===== src/rtl/hp_burst_sched.sv =====
// Burst-request arbiter for the shared AXI3 HP0 address path: read priority, write anti-starvation,
// per-direction outstanding limit. Optional statistics counters are enabled by defining HP_SCHED_STATS_EN.
module hp_burst_sched #(
   parameter int BURST_LEN  = 16,
   parameter int MAX_OUT    = 4,
   parameter int STARVE_MAX = 64
) (
   input  logic        clk_i,
   input  logic        rst_ni,
   input  logic        rd_req_valid_i,
   input  logic [31:0] rd_req_addr_i,
   output logic        rd_req_ready_o,
   input  logic        wr_req_valid_i,
   input  logic [31:0] wr_req_addr_i,
   output logic        wr_req_ready_o,
   output logic        m_axi_arvalid_o,
   input  logic        m_axi_arready_i,
   output logic [31:0] m_axi_araddr_o,
   output logic [3:0]  m_axi_arlen_o,
   output logic        m_axi_awvalid_o,
   input  logic        m_axi_awready_i,
   output logic [31:0] m_axi_awaddr_o,
   output logic [3:0]  m_axi_awlen_o,
   input  logic        m_axi_rvalid_i,
   input  logic        m_axi_rready_i,
   input  logic        m_axi_rlast_i,
   input  logic        m_axi_bvalid_i,
   input  logic        m_axi_bready_i,
   output logic [2:0]  rd_out_o,
   output logic [2:0]  wr_out_o,
`ifdef HP_SCHED_STATS_EN
   output logic [31:0] rd_grants_o,
   output logic [31:0] wr_grants_o,
   output logic [31:0] stall_cycles_o,
`endif
   output logic        busy_o
);

   localparam int SW = $clog2(STARVE_MAX + 1);
   localparam logic [2:0]    MAX_OUT_C = 3'(MAX_OUT);
   localparam logic [SW-1:0] STARVE_C  = SW'(STARVE_MAX);

   typedef enum logic [1:0] {IDLE, ISSUE_RD, ISSUE_WR} state_t;

   state_t        state_q, state_d;
   logic [31:0]   ar_addr_q, ar_addr_d;
   logic [31:0]   aw_addr_q, aw_addr_d;
   logic [2:0]    rd_out_q, rd_out_d;
   logic [2:0]    wr_out_q, wr_out_d;
   logic [SW-1:0] starve_q, starve_d;

   logic rd_elig, wr_elig, grant_rd, grant_wr;
   logic ar_hs, aw_hs, rd_cpl, wr_cpl;

   assign rd_elig = rd_req_valid_i && (rd_out_q < MAX_OUT_C);
   assign wr_elig = wr_req_valid_i && (wr_out_q < MAX_OUT_C);
   assign ar_hs   = (state_q == ISSUE_RD) && m_axi_arready_i;
   assign aw_hs   = (state_q == ISSUE_WR) && m_axi_awready_i;
   assign rd_cpl  = m_axi_rvalid_i && m_axi_rready_i && m_axi_rlast_i;
   assign wr_cpl  = m_axi_bvalid_i && m_axi_bready_i;

   always_comb begin
      state_d   = state_q;
      ar_addr_d = ar_addr_q;
      aw_addr_d = aw_addr_q;
      grant_rd  = 1'b0;
      grant_wr  = 1'b0;
      case (state_q)
         IDLE: begin
            // Grants are combinational, so they are suppressed while reset is held.
            if (rst_ni) begin
               if (wr_elig && ((starve_q == STARVE_C) || !rd_elig)) begin
                  grant_wr  = 1'b1;
                  aw_addr_d = wr_req_addr_i;
                  state_d   = ISSUE_WR;
               end else if (rd_elig) begin
                  grant_rd  = 1'b1;
                  ar_addr_d = rd_req_addr_i;
                  state_d   = ISSUE_RD;
               end
            end
         end
         ISSUE_RD: if (m_axi_arready_i) state_d = IDLE;
         ISSUE_WR: if (m_axi_awready_i) state_d = IDLE;
         default:  state_d = IDLE;
      endcase
   end

   // A completion seen while the counter is already 0 is dropped, never wrapping below zero.
   always_comb begin
      rd_out_d = rd_out_q;
      if (ar_hs && !(rd_cpl && (rd_out_q != 3'd0)))
         rd_out_d = rd_out_q + 3'd1;
      else if (!ar_hs && rd_cpl && (rd_out_q != 3'd0))
         rd_out_d = rd_out_q - 3'd1;

      wr_out_d = wr_out_q;
      if (aw_hs && !(wr_cpl && (wr_out_q != 3'd0)))
         wr_out_d = wr_out_q + 3'd1;
      else if (!aw_hs && wr_cpl && (wr_out_q != 3'd0))
         wr_out_d = wr_out_q - 3'd1;

      starve_d = starve_q;
      if (!wr_req_valid_i || grant_wr)
         starve_d = '0;
      else if (starve_q != STARVE_C)
         starve_d = starve_q + SW'(1);
   end

   always_ff @(posedge clk_i) begin
      if (!rst_ni) begin
         state_q   <= IDLE;
         ar_addr_q <= '0;
         aw_addr_q <= '0;
         rd_out_q  <= '0;
         wr_out_q  <= '0;
         starve_q  <= '0;
      end else begin
         state_q   <= state_d;
         ar_addr_q <= ar_addr_d;
         aw_addr_q <= aw_addr_d;
         rd_out_q  <= rd_out_d;
         wr_out_q  <= wr_out_d;
         starve_q  <= starve_d;
      end
   end

`ifdef HP_SCHED_STATS_EN
   logic [31:0] rd_grants_q, wr_grants_q, stall_q;
   logic        stall;

   assign stall = ((state_q == ISSUE_RD) && !m_axi_arready_i) ||
                  ((state_q == ISSUE_WR) && !m_axi_awready_i);

   always_ff @(posedge clk_i) begin
      if (!rst_ni) begin
         rd_grants_q <= '0;
         wr_grants_q <= '0;
         stall_q     <= '0;
      end else begin
         if (grant_rd) rd_grants_q <= rd_grants_q + 32'd1;
         if (grant_wr) wr_grants_q <= wr_grants_q + 32'd1;
         if (stall)    stall_q     <= stall_q + 32'd1;
      end
   end

   assign rd_grants_o    = rd_grants_q;
   assign wr_grants_o    = wr_grants_q;
   assign stall_cycles_o = stall_q;
`endif

   assign rd_req_ready_o  = grant_rd;
   assign wr_req_ready_o  = grant_wr;
   assign m_axi_arvalid_o = (state_q == ISSUE_RD);
   assign m_axi_awvalid_o = (state_q == ISSUE_WR);
   assign m_axi_araddr_o  = ar_addr_q;
   assign m_axi_awaddr_o  = aw_addr_q;
   assign m_axi_arlen_o   = 4'(BURST_LEN - 1);
   assign m_axi_awlen_o   = 4'(BURST_LEN - 1);
   assign rd_out_o        = rd_out_q;
   assign wr_out_o        = wr_out_q;
   assign busy_o          = (state_q != IDLE) || (rd_out_q != 3'd0) || (wr_out_q != 3'd0);

endmodule


===== config.mk =====
export PLATFORM = sky130hd
export DESIGN_NAME = hp_burst_sched
export DESIGN_NICKNAME = d
export VERILOG_FILES = /design/src/rtl/hp_burst_sched.sv
export SDC_FILE = /design/constraint.sdc
export NUM_CORES = 1
export LEC_CHECK = 0
export CAP_MARGIN = 0
export CELL_PAD_IN_SITES_DETAIL_PLACEMENT = 1
export CELL_PAD_IN_SITES_GLOBAL_PLACEMENT = 1
export CORE_UTILIZATION = 26
export DETAILED_ROUTE_END_ITERATION = 10
export MAX_ROUTING_LAYER = met4
export PLACE_DENSITY = 0.83
export SLEW_MARGIN = 20
export SYNTH_ARGS = -nofsm -noshare
export SYNTH_HDL_FRONTEND = slang
export SYNTH_SLANG_ARGS = --single-unit

===== constraint.sdc =====
create_clock -name clk_i -period 1.8 [get_ports clk_i]
set_input_delay 0.27 -clock clk_i [delete_from_list [all_inputs] [get_ports clk_i]]
set_output_delay 0.27 -clock clk_i [all_outputs]
set_load 0.02 [all_outputs]

==> impl_metrics.ini <==
[worst_setup_path]
cpMaxStageDelayCell = dfxtp_2
rrSetupSlack_ns = -0.11
crit_required_ns = 1.53
critPathCaptureType = output pin
path_max_fanout = 2
worst_ep_arrival_time_ns = 1.71
slowest_delay_ns = 0.34
start_kind = flop
worstSetupPathType = flop to output pin
crit_chain = inv_2 -> ha_4 -> and2_4 -> buf_6 -> a311oi_4 -> and2_4 -> buf_6

[final_layout]
drive_above_1_share_pct = 13.4
multi_input_area_mm2 = 0.00169
synthToLayoutAreaGrowth_pct = 65.2
stdcell_count = 726
num-nets-final = 629
register_area_mm2 = 0.00159
fillers = 1470
num_antenna_cells = 0

[timing]
worst_slack_ns = -0.179
final-setup-viol-count = 3
fmax_mhz = 505
timing.setup.tns_ns = -0.397
hold_viol = 0
holdWs_ns = 0.410
fin_skew_ns = 0.00546
slew_violations = 0
rsz0062_at_grt = yes
min_period_ns = 1.98
timing.final.crit_share_pct = 110

[synthesis]
synth-edff-count = 0
syn-cell-area_mm2 = 0.00337
syn_inst = 388
synth_ff_type = dfxtp_1
avgSynthCellArea_um2 = 8.69
synth_async_sr_flop_share_pct = 0
ys_ff_latch = 79
synth-warning-count = 0
ys_types = 37
yosysSeqAreaShare_pct = 46.9

[clock_network]
cts_made_buffers = 9
root_buffer = clkbuf_16
htree_num_levels = 3
clkSinkCount = 79
clkLatencyLatePin_ns = 0.34
path_clk_slew_ns = 0.06
clockBufferDepth = 2
cts_tree = yes
ctsHoldBuffers = 0

[grt]
grt_pass1_wl_um = 15900
antenna_found_initial = 0
grt_pass1_vias = 3360
overflow = 0
grt_max_degree = 71
grt_usage_pct = 15.8

[job]
max_cap_violations = 0

[floorplanning]
row_count = 41
die_y_um = 116
dieArea_mm2 = 0.0134
die_w_um = 116
core_area_mm2 = 0.0126
start_util_pct = 26.7
io_pins = 158

[routing]
routed_wl_um = 10300
vias_per_cell = 4.45
first_pass_iters = 4
drc = 0
wl_per_cell_um = 14.2
num_vias = 3234
drt_iter0_drc = 110
drtAntennaViolNets = 0

[power_and_ir_drop]
ir_drop_mv = 0.331
power_leakage_nw = 2.14
power.density_mw_per_mm2 = 898

[run_status]
violations = setup timing
status = finished with violations

[place]
place_inst = 708
routabilityCongestion = 0.689
place_hpwl_um = 7280
port_buffers = 149

[min_path]
min_path_type = input port to flop
==> worst max-delay path: cells and delay by family, from the launching register on <==
| kind | cells | cell delay, ns |
|---|---|---|
| AO/OA/AOI/OAI | 1 | 0.26 |
| adder cells (fa/ha/maj) | 1 | 0.14 |
| buffers and inverters | 3 | 0.28 |
| AND/OR/NAND/NOR | 2 | 0.36 |
| flip-flops | 1 | 0.34 |
==> placed cells by master, fill, tap and decap left out, types with 3 or more instances in the layout <==
cell type / n
and3_1: 3
buf_4: 23
buf_6: 6
clkbuf_16: 10
clkdlybuf4s50_1: 142
conb_1: 8
dfxtp_1: 72
dfxtp_2: 6
dlygate4sd2_1: 3
mux2i_1: 36
nand2_1: 103
nand2b_1: 3
nand3_1: 40
nor2_1: 9
nor2b_1: 6
nor3_1: 3
o21ai_0: 33
xnor2_1: 3
xor2_1: 5
==> sequential cells by signal (all words and copies together), names as in the netlist <==
register / cells
m_axi_awaddr_o: 32
rd_out_o: 3
state_q: 2
wr_out_o: 3
starve_q: 7
m_axi_araddr_o: 32
==> logic make-up after synthesis <==
kind of cell	after synthesis	synth area share, %
and+or+nand+nor	180	24.7
DFF	79	46.9
AOI/OAI and AO/OA	44	7.64
muxes	36	10.7
buffers and inverters	36	5.97
xor gates and xnor gates	8	2.08
adders and majority gates	4	1.93
other	1	0.111
==> where the power goes <==
part | leakage, nW | switching [mW] | internal (mW) | total [mW]
combinational | 1.34 | 0.590 | 0.603 | 1.19
sequential | 0.649 | 0.0803 | 1.88 | 1.97
clock | 0.149 | 0.701 | 1.14 | 1.84
==> path summary, 6_finish.rpt <==
| kind | startpoint | to | cells past startpoint |
|---|---|---|---|
| worst max-delay path | starve_q[1] | rd_req_ready_o | 7 |
| worst min-delay path | wr_req_valid_i | starve_q[1] | 3 |
| worst max register to register | wr_out_o[2] | wr_out_o[2] | 7 |
| worst min register to register | m_axi_araddr_o[28] | m_axi_araddr_o[28] | 2 |
==> routing by layer <==
metal  share of wire (%)  track usage [%]
met1                  40             16.5
met2                  53             28.5
met3                 5.1             4.08
met4                 1.4             5.90
met5                   0                -
==> synthesized netlist by cell type, types with 4 or more instances <==
master	n	area, um^2
and3_1	4	25.0
nand2_1	103	387
and2_1	4	25.0
nor2_1	9	33.8
nand3_1	40	200
nor2b_1	6	37.5
o21ai_0	34	170
buf_4	11	82.6
nor3_1	4	20.0
xor2_1	5	43.8
dfxtp_1	79	1580
mux2i_1	36	360
clkbuf_1	15	56.3
==> cell type report <==
type	instances	share of cell area [%]
clock buffers	12	4.61
clock inverters	3	0.741
inverters	2	0.135
multi-input cells	280	30.4
flip-flops and latches	79	28.6
well taps	172	3.86
repair buffers	178	31.7
==> repair_timing <==
action / CTS / global route
gates resized for setup: 25 / 11
gates cloned: 0 / 1
endpoints found under the setup margin: 51 / 38
pin swaps: 4 / 4
buffers inserted: 1 / 1
==> metrics by stage <==
| stage | setup slack [ns] | power, mW | area, um^2 | util [%] |
|---|---|---|---|---|
| after floorplan | -0.0773 | 2.59 | 3430 | - |
| after global placement | -0.627 | 3.12 | 5170 | 40.9 |
| after detailed placement | -0.647 | 3.16 | 5170 | 40.9 |
| after CTS | -0.313 | 5.05 | 5510 | 43.7 |
| after global routing | -0.256 | 5.24 | 5570 | 44.1 |
| final | -0.179 | 5.00 | 5570 | 44.1 |
No activity file was read; power rests on OpenSTA's default activity.
